**src/rtl/riscv_mem_arbiter.sv**
```systemverilog
// Shares one single-port synchronous RAM between instruction fetch and the load/store unit.
// Data side has priority; a saturating counter forces a fetch grant after STARVE_LIM losses.
module riscv_mem_arbiter #(
  parameter int unsigned WIDTH      = 32,
  parameter int unsigned ADDR_W     = 32,
  parameter int unsigned STARVE_LIM = 4
) (
  input  logic                 clk,
  input  logic                 rst,
  input  logic                 if_req,
  input  logic [ADDR_W-1:0]    if_addr,
  output logic                 if_ready,
  output logic                 if_valid,
  output logic [WIDTH-1:0]     if_rdata,
  input  logic                 d_req,
  input  logic                 d_we,
  input  logic [WIDTH/8-1:0]   d_be,
  input  logic [ADDR_W-1:0]    d_addr,
  input  logic [WIDTH-1:0]     d_wdata,
  output logic                 d_ready,
  output logic                 d_valid,
  output logic [WIDTH-1:0]     d_rdata,
  output logic                 mem_en,
  output logic                 mem_we,
  output logic [WIDTH/8-1:0]   mem_be,
  output logic [ADDR_W-1:0]    mem_addr,
  output logic [WIDTH-1:0]     mem_wdata,
  input  logic [WIDTH-1:0]     mem_rdata
);

  localparam int unsigned BeW = WIDTH / 8;
  localparam logic [3:0] StarveLim = 4'(STARVE_LIM);

  typedef enum logic [1:0] {RspNone, RspIf, RspD} rsp_e;

  rsp_e       rsp_sel_q, rsp_sel_d;
  logic [3:0] starve_q, starve_d;
  logic       d_pri, grant_if, grant_d;

  always_comb begin
    d_pri    = d_req && (starve_q < StarveLim);
    grant_if = !rst && if_req && !d_pri;
    grant_d  = !rst && d_req && !grant_if;

    mem_en    = 1'b0;
    mem_we    = 1'b0;
    mem_be    = '0;
    mem_addr  = d_addr;
    mem_wdata = d_wdata;
    if (grant_if) begin
      mem_en   = 1'b1;
      mem_be   = {BeW{1'b1}};
      mem_addr = if_addr;
    end else if (grant_d) begin
      mem_en = 1'b1;
      mem_we = d_we;
      mem_be = d_be;
    end

    if (!if_req || grant_if) begin
      starve_d = '0;
    end else if (grant_d && (starve_q < StarveLim)) begin
      starve_d = starve_q + 4'd1;
    end else begin
      starve_d = starve_q;
    end

    if (grant_if) begin
      rsp_sel_d = RspIf;
    end else if (grant_d && !d_we) begin
      rsp_sel_d = RspD;
    end else begin
      rsp_sel_d = RspNone;
    end
  end

  always_ff @(posedge clk) begin
    if (rst) begin
      rsp_sel_q <= RspNone;
      starve_q  <= '0;
    end else begin
      rsp_sel_q <= rsp_sel_d;
      starve_q  <= starve_d;
    end
  end

  // Valids are masked while rst is high so a read granted just before reset never completes.
  assign if_ready = grant_if;
  assign d_ready  = grant_d;
  assign if_valid = !rst && (rsp_sel_q == RspIf);
  assign d_valid  = !rst && (rsp_sel_q == RspD);
  assign if_rdata = mem_rdata;
  assign d_rdata  = mem_rdata;

endmodule
```
**config.mk**
```make
export PLATFORM = sky130hd
export DESIGN_NAME = riscv_mem_arbiter
export DESIGN_NICKNAME = d
export VERILOG_FILES = /design/src/rtl/riscv_mem_arbiter.sv
export SDC_FILE = /design/constraint.sdc
export NUM_CORES = 1
export LEC_CHECK = 0
export ABC_AREA = 1
export CAP_MARGIN = 5
export CELL_PAD_IN_SITES_DETAIL_PLACEMENT = 1
export CELL_PAD_IN_SITES_GLOBAL_PLACEMENT = 1
export CORE_MARGIN = 10
export CORE_UTILIZATION = 10
export CTS_CLUSTER_SIZE = 12
export DETAILED_ROUTE_END_ITERATION = 12
export HOLD_SLACK_MARGIN = 0.15
export PLACE_DENSITY_LB_ADDON = 0.05
export RECOVER_POWER = 25
export SYNTH_ARGS = -nofsm -noshare
export SYNTH_HDL_FRONTEND = slang
export SYNTH_SLANG_ARGS = --single-unit
```
**constraint.sdc**
```tcl
create_clock -name clk -period 1.3 [get_ports clk]
set_input_delay 0.26 -clock clk [delete_from_list [all_inputs] [get_ports clk]]
set_output_delay 0.26 -clock clk [all_outputs]
set_load 0.01 [all_outputs]
```
==> metrics.md, run 1 <==
| Metric | Value |
|---|---|
| Dpl ws | -0.928 ns |
| CP peak stage delay | a little over 0.3 ns |
| RSZ-0062 raised after global routing | yes |
| First-pass GRT wire length | roughly 11000 µm |
| Routed len/inst | ~16 µm |
| Hold Startpoint | starve_q[0] |
| Ys Warns | 0 |
| Hold_ws | just over 0.4 ns |
| H-Tree Depth | 1 |
| Core box area | roughly 14000 µm² |
| Finished Layout Cells | 469 |
| DIE AREA | between 15000 and 20000 µm² |
| P&R area growth vs syn | 102% |
| Combinational share of power | 58.1% |
| Post-route setup TNS | -10.01 ns |
| Switching Share | between 20% and 30% |
| Max Clk Rate | 608 MHz |
| Hold Vio Cnt, Final | 0 |
| Fin worst setup slack | -0.346 ns |
| Pwr dens | between 500 and 600 nW/µm² |
| Congestion Overflow GR | 0 |
| Final nets | around 430 |
| Remaining DRCs | 0 |
| Top-area cell type share of the netlist area | just under 50% |
| CTS root buf | clkbuf_16 |
| Setup violators final | 39 |
| Register bit total from synthesis | 6 |
| Class of the worst hold path | flop to flop |
| Worst skew pair latency | 0.23 ns |
| Element type at the critical path start | flop |
| Horiz. Die Dim | 140 µm |
| Flop2flop setup slack | 0.21 ns |
| Tcrit/Tclk final | 127% |
| CP arrival | roughly 1.4 ns |
| Max-slew violations | 0 |
| Hold_buf cts | 0 |
| Max_cap viols | 0 |
| Seq/Total Area, Yosys | just over 8% |
| Total Power | 0.00165 W |
| Inserted Diodes | 0 |
| Clock power share | roughly 30% |
| Most frequent cells in the layout | 69 x clkdlybuf4s50_1, 40 x buf_6, 34 x nand2_2 |
| Synth cell types | 14 |
| Maximum buffer depth of the clock tree | 2 |
| Vias in the first global route | about 1800 |
| Post-DP HPWL | 5520 µm |
| Clock sinks | 6 |
| Area leader, netlist | buf_4 |
| CTS tree | built |
| Cell-internal power | ~0.0012 W |
| TritonCTS buffer count | 3 |
| Final min period | approximately 1.6 ns |
| Via count | about 1600 |
| CP max-delay cell | dfxtp_2 |
| Worst VDD drop | 0.312 mV |
| Site Rows | 43 |
| Static Leak | roughly 1.3 nW |
| Most frequent CP cell | buf_6 |
| Register share of total power | around an eighth |
| Dpl cells | between 400 and 500 |
| Largest net degree at the start of global routing | 18 |
| Antenna viol nets, final | 0 |
| Routed wire length | 7720 µm |
| Initial antenna violation count | 0 |
| Post-Synthesis Cells | approximately 240 |
| CP Data Required Time | around 1.0 ns |
| Total global routing track utilization | between 7 and 8% |
| Worst-path clk slew | 0.04 ns |
| Initial DRT Pass Iterations | 2 |
| Height of the die | around 140 µm |
| Area contributors post-synth | buf_4 50%, nand2_1 20%, nand3_1 11%, dfxtp_1 8.3%, inv_1 2.3% |
| Syn Area/Cell | 5.97 µm² |
| Cells along the critical path | nor2_4 -> nand2_4 -> buf_6 -> buf_16 -> buf_6 -> nand3_2 -> nand2_2 -> buf_6 |
| Fillcell total | approximately 1700 |
| Initial DRC count | 12 |
| Failing checks | setup timing |
| Worst setup startpoint | starve_q[3] |
| WS Path Type | flop to primary output |
| Drt via density | between 3 and 4 |
| Sw Pwr | about 0.00049 W |
| PortBufs | between 100 and 150 |
| Layout Skew | ~0.0028 ns |
| Initial Util | between 10% and 20% |
| Critical Path End Type | primary output |
| Crit-path max FO | 7 |
| # IOs | 275 |
| FF-to-FF Start | starve_q[3] |
| Outcome | complete, but fails checks |
| Final GP Congestion | 0.626 |
| Syn Nets | between 300 and 400 |
| Ratio of cells with drive above 1 in the final layout | 54.0% |
| Seq. cell area | roughly 120 µm² |
| Commonest non-fill, non-tap cell in the layout | clkdlybuf4s50_1 |
| Multi-input logic area | 843 µm² |
| Synthesized area | 1450 µm² |
==> power by group through the flow <==
stage	Combinational [W]	Clock [W]	Sequential, W
2_1_floorplan	0.000510	0	0.000195
3_3_place_gp	0.000709	0	0.000196
3_5_place_dp	0.000706	0	0.000195
4_1_cts	0.000875	0.000513	0.000194
5_1_grt	0.00104	0.000529	0.000194
6_report	0.000959	0.000499	0.000194
==> cell type report <==
| class | instances | area share, % |
|---|---|---|
| multi-input combinational | 122 | 28.8 |
| clock buffer | 3 | 2.57 |
| tap | 180 | 7.70 |
| timing repair buffer | 149 | 55.5 |
| inverter | 9 | 1.24 |
| sequential | 6 | 4.19 |
==> worst max-delay path, delay by kind of cell (launching register included) <==
kind	cells	cell delay [ns]
buf+inv	4	0.51
simple gates	4	0.32
flops	1	0.31
==> synthesized netlist by cell type (all sizes together) <==
master	count
a21oi	1
buf	103
clkbuf	3
conb	1
dfxtp	6
ha	1
inv	9
nand2	76
nand3	33
nor2	9
nor3	1
==> timing repair <==
item,4_1_cts,5_1_grt
endpoints found under the setup margin,43,41
pin swaps,12,14
gates resized for setup,256,83
cloned,7,0
setup buffers,15,5
==> state kept, by name, summed over array words and instances (netlist names) <==
signal,cells
rsp_sel_q,2
starve_q,4
==> cells by family (layout without fill, tap and decap cells) <==
kind of cell	after synthesis	after routing	share of synthesized area, %
AOI/OAI and AO/OA	1	1	0.344
adders and majority gates	1	1	0.862
buffers and inverters	115	161	56.0
DFF	6	6	8.28
other	1	1	0.258
and+or+nand+nor	119	119	34.2
==> through the flow <==
step                      utilization, %  cell area, µm²
final                               20.8            2930
after global routing                20.8            2930
after CTS                           19.0            2660
after detailed placement            15.2            2140
after global placement              15.2            2140
after floorplan                        -            1450
==> routing by layer <==
layer | up-vias | part of all wire [%] | global-route usage [%]
met2 | 96 | 49 | 12.7
met3 | 42 | 11 | 3.11
met5 | - | 0 | 0
met1 | 726 | 35 | 7.23
li1 | 748 | - | -
met4 | 0 | 5.0 | 4.73
==> worst paths after layout <==
check,endpoint,cells past startpoint
worst min-delay path,starve_q[0],1
worst min register to register,starve_q[0],1
worst max register to register,rsp_sel_q[1],7
worst max-delay path,mem_addr[23],8
No activity file was read; power rests on OpenSTA's default activity.
==> inputs of run 2 (changes only) <==
--- a/config.mk
+++ b/config.mk
@@ -9,13 +9,15 @@
 export CAP_MARGIN = 5
 export CELL_PAD_IN_SITES_DETAIL_PLACEMENT = 1
 export CELL_PAD_IN_SITES_GLOBAL_PLACEMENT = 1
-export CORE_MARGIN = 10
-export CORE_UTILIZATION = 10
+export CORE_AREA = 10 10 99 101
 export CTS_CLUSTER_SIZE = 12
 export DETAILED_ROUTE_END_ITERATION = 12
+export DIE_AREA = 0 0 109 111
+export DONT_BUFFER_PORTS = 1
 export HOLD_SLACK_MARGIN = 0.15
 export PLACE_DENSITY_LB_ADDON = 0.05
 export RECOVER_POWER = 25
 export SYNTH_ARGS = -nofsm -noshare
 export SYNTH_HDL_FRONTEND = slang
 export SYNTH_SLANG_ARGS = --single-unit
+export TNS_END_PERCENT = 100
==> metrics.md, run 2 (synthesis gave the netlist of run 1 again) <==
| Metric | Value |
|---|---|
| Outcome | complete, but fails checks |
| Failing checks | setup timing |
| Clock sinks | 6 (unchanged) |
| Number of flip-flops under the largest register name | 4 (unchanged) |
| Inserted Diodes | 0 (unchanged) |
| Initial antenna violation count | 0 (unchanged) |
| GR Util met2 | 14.3% (+1.6 points) |
| Routed wire length | 5770 µm (-25%) |
| Hold Path Depth | 2 (+1) |
| Max-slew violations | 0 (unchanged) |
| Hold_ws | 0.241 ns (-0.175 ns) |
| CP Data Required Time | 1.04 ns (about the same) |
| Reg2reg path depth | 6 (-1) |
| Class of the worst hold path | primary input to flop |
| Final min period | 1.47 ns (-0.173 ns) |
| Dpl ws | -0.0741 ns (+0.854 ns) |
| # IOs | 275 (unchanged) |
| Busiest grt layer | met2 |
| TritonCTS buffer count | 3 (unchanged) |
| Met3 Use GR | 3.37% (+0.26 points) |
| Worst setup startpoint | starve_q[3] |
| P&R area growth vs syn | -15.1% |
| Routed len/inst | 22.0 µm (+33%) |
| Worst VDD drop | 0.172 mV (-45%) |
| Sw Pwr | 0.000312 W (-36%) |
| CP arrival | 1.21 ns (-0.18 ns) |
| Clock power share | 31.8% (+1.6 points) |
| Core box area | 7970 µm² (-43%) |
| Vias in the first global route | 1303 (-28%) |
| Worst-path clk slew | 0.03 ns (about the same) |
| Cell-internal power | 0.000536 W (-54%) |
| Largest regs | starve_q: 4 flops, rsp_sel_q: 2 flops |
| Register share of total power | 22.9% (+11 points) |
| Worst skew pair latency | 0.22 ns (about the same) |
| Final nets | 298 (-31%) |
| Combinational share of power | 45.3% (-13 points) |
| Drt via density | 4.29 (+25%) |
| Met1 Use GR | 6.77% (-0.45 points) |
| Total global routing track utilization | 7.99% (+0.57 points) |
| CTS root buf | clkbuf_8 |
| Post-DP HPWL | 4500 µm (-18%) |
| Antenna viol nets, final | 0 (unchanged) |
| Largest reg by FF count | starve_q |
| Crit-path max FO | 8 (+1) |
| Element type at the critical path start | flop |
| Max Clk Rate | 679 MHz (+12%) |
| Initial DRT Pass Iterations | 4 (+2) |
| Maximum buffer depth of the clock tree | 2 (unchanged) |
| Via count | 1129 (-30%) |
| Initial Util | 18.2% (+7.9 points) |
| Largest net degree at the start of global routing | 33 (+15) |
| Min-Delay Endpoint | starve_q[1] |
| Post-route setup TNS | -5.92 ns (+4.09 ns) |
| DIE AREA | 12100 µm² (-39%) |
| Site Rows | 33 (-23%) |
| Height of the die | 111 µm (-21%) |
| Setup violators final | 39 (unchanged) |
| CTS tree | built |
| Pwr dens | 688 nW/µm² (+22%) |
| H-Tree Depth | 1 (unchanged) |
| RSZ-0062 raised after global routing | yes |
| Hold Vio Cnt, Final | 0 (unchanged) |
| Final GP Congestion | 0.679 (+8.4%) |
| PortBufs | 0 (-100%) |
| Flop2flop setup slack | 0.25 ns (+0.04 ns) |
| Most frequent cells in the layout | 44 x nand2_2, 33 x nand3_1, 29 x nand2_1 |
| Fin worst setup slack | -0.173 ns (+0.173 ns) |
| Congestion Overflow GR | 0 (unchanged) |
| Remaining DRCs | 0 (unchanged) |
| WS Path Type | flop to primary output |
| Commonest non-fill, non-tap cell in the layout | nand2_2 |
| Tcrit/Tclk final | 113% (-13 points) |
| Max_cap viols | 0 (unchanged) |
| Initial DRC count | 27 (+15) |
| Ratio of cells with drive above 1 in the final layout | 45.6% (-8.4 points) |
| First-pass GRT wire length | 7640 µm (-32%) |
| Reg-to-Reg End | rsp_sel_q[0] |
| Critical Path End Type | primary output |
| Switching Share | 36.8% (+7.3 points) |
| Static Leak | 0.592 nW (-55%) |
| Hold Startpoint | d_req |
| Layout Skew | 0.00207 ns (-0.000755 ns) |
| FF-to-FF Start | starve_q[3] |
| Horiz. Die Dim | 109 µm (-22%) |
[run 2: changes by cell type in the layout (fill, tap and decap cells not counted), sizes merged]
cell | before | now
clkbuf | 3 | 5
buf | 79 | 15
clkdlybuf4s15 | 1 | 0
dlygate4sd3 | 0 | 1
clkdlybuf4s50 | 69 | 0
[run 2: stage by stage]
step	area, µm²	power (W)	cells	utilization [%]
2_1_floorplan	1450	0.000705	243	-
3_3_place_gp	901	0.000476	255	11.3
3_5_place_dp	901	0.000480	255	11.3
4_1_cts	1080	0.000813	261	13.6
5_1_grt	1230	0.000918	263	15.5
6_report	1230	0.000848	263	15.5
[run 2: what timing repair did]
action	CTS	global route
cloned	1	2
setup buffers	1	0
pin swaps	2	10
endpoints found under the setup margin	39	39
resized for setup	41	32
hold buffers	1	0
hold endpoints to repair	1	0
[run 2: power groups by stage]
stage	logic, W	registers, W	clock network (W)
final	0.000384	0.000194	0.000270
after global routing	0.000427	0.000194	0.000297
after CTS	0.000339	0.000193	0.000281
after detailed placement	0.000285	0.000195	0
after global placement	0.000281	0.000195	0
after floorplan	0.000510	0.000195	0
[run 2: how the worst max path moves through the flow]
| stage | slack, ns | cells after the start | to |
|---|---|---|---|
| floorplan | 0.03 | 7 | mem_addr[21] |
| global placement | -0.03 | 5 | mem_addr[31] |
| detailed placement | -0.07 | 5 | mem_addr[31] |
| CTS | -0.19 | 6 | mem_addr[10] |
| global route | -0.25 | 6 | mem_addr[18] |
| finish | -0.17 | 6 | mem_addr[4] |
[run 2: final cells by class]
| type | instances | area, µm² |
|---|---|---|
| fillers | 977 | 6740 |
| well taps | 105 | 131 |
| clock buffers | 3 | 41.3 |
| repair buffers | 18 | 235 |
| multi-input cells | 122 | 669 |
| inverters | 9 | 33.8 |
| flip-flops and latches | 6 | 121 |
[run 2: layer usage]
metal  routed length (µm)  vias up  part of all wire, %
li1                     -      482                    -
met1                 1560      499                   27
met2                 2970       95                   51
met3                  910       53                   16
met4                  338        0                  5.9
met5                    0        -                    0
[run 2: critical path, stage by stage (launching register included)]
cell       delay, ns
dfxtp_2         0.32
nor2_4          0.13
nand2_4         0.11
nand2_8         0.12
clkbuf_16       0.17
nand2_1         0.06
nand2_2         0.08
==> inputs of run 3 (changes only) <==
--- a/config.mk
+++ b/config.mk
@@ -7,7 +7,7 @@
 export LEC_CHECK = 0
 export ABC_AREA = 1
 export CAP_MARGIN = 5
-export CELL_PAD_IN_SITES_DETAIL_PLACEMENT = 1
+export CELL_PAD_IN_SITES_DETAIL_PLACEMENT = 0
 export CELL_PAD_IN_SITES_GLOBAL_PLACEMENT = 1
 export CORE_AREA = 10 10 99 101
 export CTS_CLUSTER_SIZE = 12
==> metrics.md, run 3 (synthesis gave the netlist of run 1 again) <==
| Metric | Value |
|---|---|
| Outcome | complete, but fails checks |
| Failing checks | setup timing |
| Hold Startpoint | d_req |
| Crit-path max FO | 8 (unchanged) |
| Pwr dens | 660 nW/µm² (-4.0%) |
| Total global routing track utilization | 7.25% (-0.73 points) |
| Remaining DRCs | 0 (unchanged) |
| Element type at the critical path start | flop |
| Maximum buffer depth of the clock tree | 2 (unchanged) |
| Final nets | 298 (unchanged) |
| Max Clk Rate | 679 MHz (about the same) |
| CTS tree | built |
| Vias in the first global route | 1252 (-3.9%) |
| Worst skew pair latency | 0.22 ns (about the same) |
| Ratio of cells with drive above 1 in the final layout | 51.3% (+5.7 points) |
| RSZ-0062 raised after global routing | yes |
| Worst VDD drop | 0.171 mV (-0.29%) |
| Final min period | 1.47 ns (-0.000667 ns) |
| Setup violators final | 39 (unchanged) |
| Critical Path End Type | primary output |
| Clock sinks | 6 (unchanged) |
| Commonest non-fill, non-tap cell in the layout | nand2_2 |
| Initial antenna violation count | 0 (unchanged) |
| Tcrit/Tclk final | 113% (about the same) |
| TritonCTS buffer count | 3 (unchanged) |
| Layout Skew | 0.00101 ns (-0.00107 ns) |
| FF-to-FF Start | starve_q[3] |
| First-pass GRT wire length | 6950 µm (-9.0%) |
| Core box area | 7970 µm² (unchanged) |
| Hold Vio Cnt, Final | 0 (unchanged) |
| DIE AREA | 12100 µm² (unchanged) |
| Inserted Diodes | 0 (unchanged) |
| Via count | 1105 (-2.1%) |
| Initial Util | 18.2% (unchanged) |
| Most frequent CP cell | nand2_2 |
| Total Power | 0.000884 W (+4.2%) |
| Class of the worst hold path | primary input to flop |
| Static Leak | 0.625 nW (+5.5%) |
| Worst-path clk slew | 0.04 ns (about the same) |
| Horiz. Die Dim | 109 µm (unchanged) |
| Initial DRC count | 63 (+130%) |
| Routed wire length | 5550 µm (-3.8%) |
| P&R area growth vs syn | -7.76% |
| Max-slew violations | 0 (unchanged) |
| Reg-to-Reg End | rsp_sel_q[0] |
| Initial DRT Pass Iterations | 3 (-1) |
| H-Tree Depth | 1 (unchanged) |
| CP peak stage delay | 0.31 ns (about the same) |
| Site Rows | 33 (unchanged) |
| CTS root buf | clkbuf_8 |
| Largest reg by FF count | starve_q |
| Fin worst setup slack | -0.173 ns (+0.000667 ns) |
| Fillcell total | 908 (-7.1%) |
| Drt via density | 4.20 (-2.1%) |
| Hold Path Depth | 2 (unchanged) |
| Reg2reg path depth | 6 (unchanged) |
| Flop2flop setup slack | 0.24 ns (about the same) |
| Congestion Overflow GR | 0 (unchanged) |
| Final GP Congestion | 0.679 (unchanged) |
| Largest net degree at the start of global routing | 33 (unchanged) |
| PortBufs | 0 (unchanged) |
| CP Data Required Time | 1.04 ns (about the same) |
| # IOs | 275 (unchanged) |
| Most frequent cells in the layout | 38 x nand2_2, 32 x nand3_1, 22 x nand2_1 |
| Post-route setup TNS | -6.01 ns (-0.0943 ns) |
| Final Core Density | 16.8% (+1.3 points) |
| Height of the die | 111 µm (unchanged) |
| Antenna viol nets, final | 0 (unchanged) |
| Largest regs | starve_q: 4 flops, rsp_sel_q: 2 flops |
| Cells along the critical path | nor2_4 -> nand2_4 -> nand2_8 -> clkbuf_16 -> nand2_2 -> nand2_2 |
| Post-DP HPWL | 4250 µm (-5.6%) |
| WS Path Type | flop to primary output |
| Min-Delay Endpoint | starve_q[1] |
| CP arrival | 1.21 ns (about the same) |
| Max_cap viols | 0 (unchanged) |
| CP max-delay cell | dfxtp_2 |
| Number of flip-flops under the largest register name | 4 (unchanged) |
| Hold_ws | 0.239 ns (-0.00133 ns) |
| Routed len/inst | 21.1 µm (-3.8%) |
-- run 3: cell count changes in the layout (fill, tap and decap cells not counted), sizes merged --
cell,previous run,this run
buf,15,14
clkbuf,5,6
-- run 3: area by class of cell --
type                    count  area [µm²]  share of cell area [%]
inverters                   9        33.8                    2.52
well taps                 105         131                    9.81
flip-flops and latches      6         121                    9.07
repair buffers             18         254                    19.0
multi-input cells         122         757                    56.5
clock buffers               3        41.3                    3.08
-- run 3: worst max path at each step --
stage                start      endpoint  slack [ns]  depth (start not counted)
2_1_floorplan  starve_q[2]  mem_addr[21]        0.03                          7
3_3_place_gp   starve_q[2]  mem_addr[31]       -0.03                          5
4_1_cts        starve_q[2]     mem_be[0]       -0.17                          6
6_report       starve_q[3]  mem_addr[26]       -0.17                          6
5_1_grt        starve_q[3]  mem_addr[29]       -0.25                          6
3_5_place_dp   starve_q[2]   mem_addr[7]       -0.07                          5
-- run 3: where the power goes --
group	internal, W	switching, W
clock network	0.000199	0.0000754
registers	0.000191	0.00000270
logic	0.000167	0.000249
-- run 3: per-layer routing --
| layer | global-route usage, % | share of wire, % | up-vias |
|---|---|---|---|
| met3 | 3.14 | 15 | 55 |
| li1 | - | - | 481 |
| met5 | 0 | 0 | - |
| met4 | 6.16 | 6.6 | 0 |
| met1 | 5.27 | 27 | 472 |
| met2 | 13.6 | 51 | 97 |
-- run 3: critical path, delay by kind of cell, from the launching register on --
family | cells | cell delay (ns)
buffers and inverters | 1 | 0.18
flip-flops | 1 | 0.31
AND/OR/NAND/NOR | 5 | 0.50
-- run 3: timing repair --
action | 4_1_cts | 5_1_grt
setup buffers | 1 | 0
gates cloned | 0 | 3
hold endpoints to repair | 1 | 0
hold buffers | 1 | 0
pin swaps | 1 | 14
setup endpoints to repair | 39 | 39
gates resized for setup | 52 | 42
-- run 3: stage by stage --
step | setup WS (ns) | instances | cell area, µm²
4_1_cts | -0.174 | 260 | 1110
2_1_floorplan | 0.0331 | 243 | 1450
3_5_place_dp | -0.0722 | 255 | 901
6_report | -0.173 | 263 | 1340
5_1_grt | -0.250 | 263 | 1340
3_3_place_gp | -0.0299 | 255 | 901
